===== src/rtl/cpu_pkg.sv =====
// rtl/cpu_pkg.sv - shared widths, load funct code and memory-stage FSM states
package cpu_pkg;

  localparam int ADDR_W = 8;
  localparam int DATA_W = 8;
  localparam int REG_W  = 3;

  localparam logic [4:0] FUNCT_LD = 5'h10;

  typedef enum logic {
    CLEAR = 1'b0,
    RUN   = 1'b1
  } mem_state_t;

endpackage


===== src/rtl/data_ram.sv =====
// rtl/data_ram.sv - 256x8 single-port synchronous RAM, write-first read
module data_ram
  import cpu_pkg::*;
#(
  parameter int DEPTH = 256
) (
  input  logic              clk,
  input  logic              i_we,
  input  logic [ADDR_W-1:0] i_addr,
  input  logic [DATA_W-1:0] i_wdata,
  output logic [DATA_W-1:0] o_rdata
);

  logic [DATA_W-1:0] r_mem [DEPTH];
  logic [DATA_W-1:0] r_rdata;

  // Write-first: a write returns the new data on the read port in the same cycle
  always_ff @(posedge clk) begin
    if (i_we) begin
      r_mem[i_addr] <= i_wdata;
      r_rdata       <= i_wdata;
    end else begin
      r_rdata <= r_mem[i_addr];
    end
  end

  assign o_rdata = r_rdata;

endmodule


===== src/rtl/mem_wb_stage.sv =====
// rtl/mem_wb_stage.sv - memory stage and MEM/WB register; optional DISPLAY_MMIO_EN display latch
module mem_wb_stage
  import cpu_pkg::*;
#(
  parameter int DEPTH      = 256,
  parameter int INIT_CLEAR = 1
) (
  input  logic              clk,
  input  logic              rst_n,
  input  logic [4:0]        funct,
  input  logic [ADDR_W-1:0] memAddr,
  input  logic [DATA_W-1:0] ALUresult,
  input  logic [DATA_W-1:0] memWriteData,
  input  logic [REG_W-1:0]  targetReg,
  input  logic              regWrite,
  input  logic              memReadWrite,
  output logic [DATA_W-1:0] wbData_o,
  output logic [REG_W-1:0]  wbReg_o,
  output logic              wbEnable_o,
  output logic              fwdValid_o,
  output logic              stall_o
`ifdef DISPLAY_MMIO_EN
  ,
  output logic [DATA_W-1:0] display_o
`endif
);

  mem_state_t        r_state;
  logic [ADDR_W-1:0] r_clr_addr;
  logic              r_stall;
  logic              r_is_load;
  logic [DATA_W-1:0] r_alu_res;
  logic [REG_W-1:0]  r_wb_reg;
  logic              r_wb_en;

  logic              w_clearing;
  logic              w_ram_we;
  logic [ADDR_W-1:0] w_ram_addr;
  logic [DATA_W-1:0] w_ram_wdata;
  logic [DATA_W-1:0] w_ram_rdata;

  // RAM port is owned by the clear counter during CLEAR; a store coinciding with reset is dropped
  assign w_clearing  = (r_state == CLEAR);
  assign w_ram_we    = rst_n & (w_clearing | memReadWrite);
  assign w_ram_addr  = w_clearing ? r_clr_addr : memAddr;
  assign w_ram_wdata = w_clearing ? '0 : memWriteData;

  data_ram #(
    .DEPTH(DEPTH)
  ) u_data_ram (
    .clk    (clk),
    .i_we   (w_ram_we),
    .i_addr (w_ram_addr),
    .i_wdata(w_ram_wdata),
    .o_rdata(w_ram_rdata)
  );

  // Clear/run FSM together with the MEM/WB pipeline register
  always_ff @(posedge clk) begin
    if (!rst_n) begin
      r_state    <= (INIT_CLEAR != 0) ? CLEAR : RUN;
      r_clr_addr <= '0;
      r_stall    <= (INIT_CLEAR != 0);
      r_is_load  <= 1'b0;
      r_alu_res  <= '0;
      r_wb_reg   <= '0;
      r_wb_en    <= 1'b0;
    end else begin
      case (r_state)
        CLEAR: begin
          r_clr_addr <= r_clr_addr + 8'd1;
          r_is_load  <= 1'b0;
          r_alu_res  <= '0;
          r_wb_reg   <= '0;
          r_wb_en    <= 1'b0;
          if (r_clr_addr == 8'hFF) begin
            r_state <= RUN;
            r_stall <= 1'b0;
          end
        end
        RUN: begin
          r_is_load <= (funct == FUNCT_LD);
          r_alu_res <= ALUresult;
          r_wb_reg  <= targetReg;
          r_wb_en   <= regWrite;
        end
        default: begin
          r_state <= RUN;
          r_stall <= 1'b0;
        end
      endcase
    end
  end

`ifdef DISPLAY_MMIO_EN
  logic [DATA_W-1:0] r_display;

  // Stores to the top address also latch the display; clearing the RAM leaves it alone
  always_ff @(posedge clk) begin
    if (!rst_n) begin
      r_display <= '0;
    end else if (!w_clearing && memReadWrite && memAddr == 8'hFF) begin
      r_display <= memWriteData;
    end
  end

  assign display_o = r_display;
`endif

  assign wbData_o   = r_is_load ? w_ram_rdata : r_alu_res;
  assign wbReg_o    = r_wb_reg;
  assign wbEnable_o = r_wb_en & ~r_stall;
  assign fwdValid_o = wbEnable_o;
  assign stall_o    = r_stall;

endmodule


===== config.mk =====
export PLATFORM = sky130hd
export DESIGN_NAME = mem_wb_stage
export DESIGN_NICKNAME = d
export VERILOG_FILES = /design/src/rtl/cpu_pkg.sv /design/src/rtl/data_ram.sv /design/src/rtl/mem_wb_stage.sv
export SDC_FILE = /design/constraint.sdc
export NUM_CORES = 2
export LEC_CHECK = 0
export CAP_MARGIN = 30
export CORE_AREA = 2 2 456 458
export CTS_CLUSTER_DIAMETER = 120
export DETAILED_ROUTE_END_ITERATION = 8
export DIE_AREA = 0 0 458 460
export SLEW_MARGIN = 40
export SYNTH_ARGS = -nofsm -noshare
export SYNTH_HDL_FRONTEND = slang
export SYNTH_SLANG_ARGS = --single-unit

===== constraint.sdc =====
create_clock -name clk -period 5.9 [get_ports clk]
set_input_delay 0.59 -clock clk [delete_from_list [all_inputs] [get_ports clk]]
set_output_delay 0.59 -clock clk [all_outputs]
set_load 0.02 [all_outputs]

==> results.md <==
- STA puts the critical path data arrival time at 5.34 ns.
- Clock skew on the completed layout was measured at around 0.043 ns.
- The insertion delay of the later-clocked pin in the worst-skew pair is 0.85 ns.
- The count of different cell masters after synthesis is 72.
- The count of endpoints failing hold in the final timing report came to 0.
- The number of nets in the layout is around 4300.
- The via count of the first global-routing pass is 41700.
- The die covers 211000 um2.
- The core region is 206000 um2.
- The clock tree from TritonCTS is done.
- The congestion estimate from routability-driven global placement came to 0.846.
- The cell area after synthesis is 81900 um2.
- Of all nets on the critical path, the largest fanout is slightly above 70.
- The portion of the post-synthesis area used by sequential elements is 0.759.
- From bottom edge to top edge, the die measures 460 um.
- The total overflow left after global routing is 0.
- At the worst endpoint, the required time is ~5.3 ns.
- The dominant synthesized flop cell is sky130_fd_sc_hd__edfxtp_1.
- The relative contribution of sequential cells to total power is 0.535.
- The number of slew-limit violations in the final report is 0.
- Of the total power, the share spent switching nets is 0.215.
- The share of total power dissipated in the clock network is 0.420.
- In this run the worst hold path is classified as primary input to flop.
- The total clock buffers created by CTS is 203.
- For this design the static power due to leakage is 30.2 nW.
- The pre-antenna-repair detailed-routing pass consisted of 9 iterations.
- The Yosys step of the flow raised 0 warnings.
- The buffer depth of the longest clock path is 3.
- The share of the synthesized area in the top cell type is 0.751.
- The root buffer cell chosen for the clock tree is sky130_fd_sc_hd__clkbuf_16.
- Dividing the detail-routed via count by the number of cells gives roughly 5.8.
- Setup repair after global routing left no endpoint under its margin.
- The post-route antenna net violation count is 0.
- The initial antenna violation count came to 4.
- The share of total power dissipated in combinational logic is 0.045.
- In this design, the stage delay of the slowest critical-path cell is between 0.7 and 0.8 ns.
- The worst path in the final design needs a cycle of roughly 6 ns, including I/O delays and setup.
- The slew of the pin with the lowest slew margin is 1.00 ns.
- The setup violation total in the final timing report is 1.
- The signal on the critical path passes through buf_16, mux4_1, nand2_1, a21oi_1, a2111oi_0, buf_4, nor3_1, o2111ai_1, nand3_1, clkdlybuf4s50_1.
- The commonest non-fill, non-tap cell in the layout is sky130_fd_sc_hd__edfxtp_1.
- The number of rows in the core area is 167.
- Hold repair after CTS inserted 0 buffers.
- The number of placed I/O pins is 50.
- Before CTS, the worst setup slack after placement is 0.719 ns.
- The starting DRC count in detailed routing is between 4000 and 5000.
- The count of vias placed by the detailed router is approximately 42000.
- The clock sink count is 2079.
- Power comes to 0.0299 W.
- Port buffering added 49 buffers.
- The net count after synthesis is 4181.
- The library cells used most frequently in the layout, excluding fill and tap cells, are sky130_fd_sc_hd__edfxtp_1 (2048), sky130_fd_sc_hd__mux2i_1 (444), sky130_fd_sc_hd__mux4_2 (267).
- The share of final-layout standard cells stronger than drive strength 1 is 0.212.
- The category of the most critical setup path is flop to output port.
- The worst pin sits at a relative slew slack of 0.330.
- The run finished, with violations left.
- By area the synthesized netlist is led by sky130_fd_sc_hd__edfxtp_1 (75%), sky130_fd_sc_hd__mux4_2 (7.3%), sky130_fd_sc_hd__mux2i_1 (5.4%).
- In the finished design, the share of the clock period the worst path needs comes to 1.01.
- The element type at the critical path start is a flop.
- The design internal power is 0.0235 W.
- For this design the ratio of total power to cell area is ~320 nW/um2.
- The number of enable flip-flop cells after synthesis is 2048.
- For this configuration, the core starts out at a cell density of 0.398.
- The number of inserted diodes is 0.
- The synthesized flop and latch total is 2079.
- The maximum ir drop on the vdd rail is 0.255 mV.
- The final reports fail on setup timing.
- Measured along the x axis, the die boundary spans 458 um.
- In the routed design, unresolved DRC markers number 0.
- The net switching power is 0.00642 W.
- The max-cap violation count is 0.
- In this run the number of H-tree levels came out at 4.
- After the flow finishes, the layout carries non-filler instances totaling 7186.
- The biggest area contributor in the post-synthesis netlist is sky130_fd_sc_hd__edfxtp_1.
- The share of flip-flops with an asynchronous set or reset is 0.
- The clock transition at the registers of the reported paths is around 0.070 ns.
- The aggregate routed wire length is 222000 um.
- The synthesis-to-layout area growth is 12.8%.
- Entering global routing, the biggest net connects ~210 pins.
- In the synthesized netlist, the number of instances is 4144.
- The fmax is 169 MHz.
- The first global-routing pass estimated between 300000 and 400000 um of wire.
- STA classifies the critical path endpoint as an output port.
- The post-route worst setup slack is -0.0309 ns.
- After detailed placement, the design holds a cell count of 6803.
- The overall routing resource usage is 0.207.
- The HPWL after detailed placement is 137000 um.
- In the final routed layout, each cell accounts on average for between 30 and 40 um.
- A synthesized cell averages 19.8 um2.
- The library cell contributing the largest single delay on the critical path is sky130_fd_sc_hd__a2111oi_0.
## state kept, by name (all words and copies together), names as in the netlist, named ones only
signal            count
r_state               1
r_alu_res             8
r_clr_addr            8
stall_o               1
u_data_ram.r_mem   2048
wbReg_o               3
r_wb_en               1
r_is_load             1
## final timing paths
path,from,endpoint,cells past startpoint,slack (ns)
setup / recovery,flop,wbData_o[3],10,-0.03
hold / removal,funct[1],r_is_load,2,0.28
setup reg to reg,r_state,u_data_ram.r_mem[72][5],7,1.67
hold reg to reg,stall_o,stall_o,1,0.49
## worst max-delay path: cells and delay by family (launching register included)
kind	cells	cell delay [ns]
simple gates	3	0.52
flops	1	0.67
buf+inv	3	1.29
compound gates	3	1.35
mux	1	0.62
## cells in the mapped netlist (all sizes together), types with 7 or more instances
cell,instances
edfxtp,2048
mux2i,444
mux4,312
nor2,292
buf,165
o22ai,132
nand2,98
clkbuf,86
o21ai,78
a21oi,76
o221ai,65
a211oi,58
a221oi,39
nand3,33
dfxtp,31
a2111oi,23
nor3,18
and2,16
and3,16
inv,15
a211o,9
nand2b,8
nor2b,8
a22oi,7
nor4,7
## per-stage QoR
step                      instance area, um2  hold WS (ns)  utilization  setup TNS [ns]
after CTS                              92000         0.232        0.446         -0.0127
final                                  92400         0.281        0.448         -0.0309
after detailed placement               85600         0.483        0.415               0
after global routing                   92400         0.256        0.448               0
after global placement                 85200         0.480        0.413               0
after floorplan                        81900         0.472            -               0
## power by group through the flow
stage / clock, W / combinational, W / sequential [W]
floorplan: 0 / 0.00102 / 0.0163
global placement: 0 / 0.00131 / 0.0163
detailed placement: 0 / 0.00132 / 0.0163
CTS: 0.0127 / 0.00133 / 0.0160
global route: 0.0133 / 0.00141 / 0.0160
finish: 0.0126 / 0.00135 / 0.0160
## area by class of cell
class                           count  area, um2
Clock inverter                    117       1040
Sequential cell                  2079      62100
Multi-Input combinational cell   1799      18200
Inverter                           15       61.3
Clock buffer                      258       5330
Timing Repair Buffer              214       2260
Fill cell                       17400     114000
Tap cell                         2704       3380
## kinds of logic after synthesis
logic type | Yosys count | synth area share
buffers and inverters | 266 | 0.0271
adders and majority gates | 1 | 0.000153
xor gates and xnor gates | 5 | 0.000535
DFF | 2079 | 0.759
AOI/OAI and AO/OA | 514 | 0.0438
and+or+nand+nor | 520 | 0.0274
muxes | 759 | 0.143
## metal layers
metal	share of wire	vias up	track usage
li1	-	17400	-
met1	0.41	22300	0.282
met2	0.48	1882	0.329
met3	0.078	341	0.0410
met4	0.036	0	0.0777
met5	0	-	0
## repair_timing
item,4_1_cts,5_1_grt
gates cloned,0,1
endpoints found under the setup margin,4,3
hold endpoints to repair,0,0
resized for setup,7,4
buffers inserted,1,1
(Power assumes the default switching activity.)
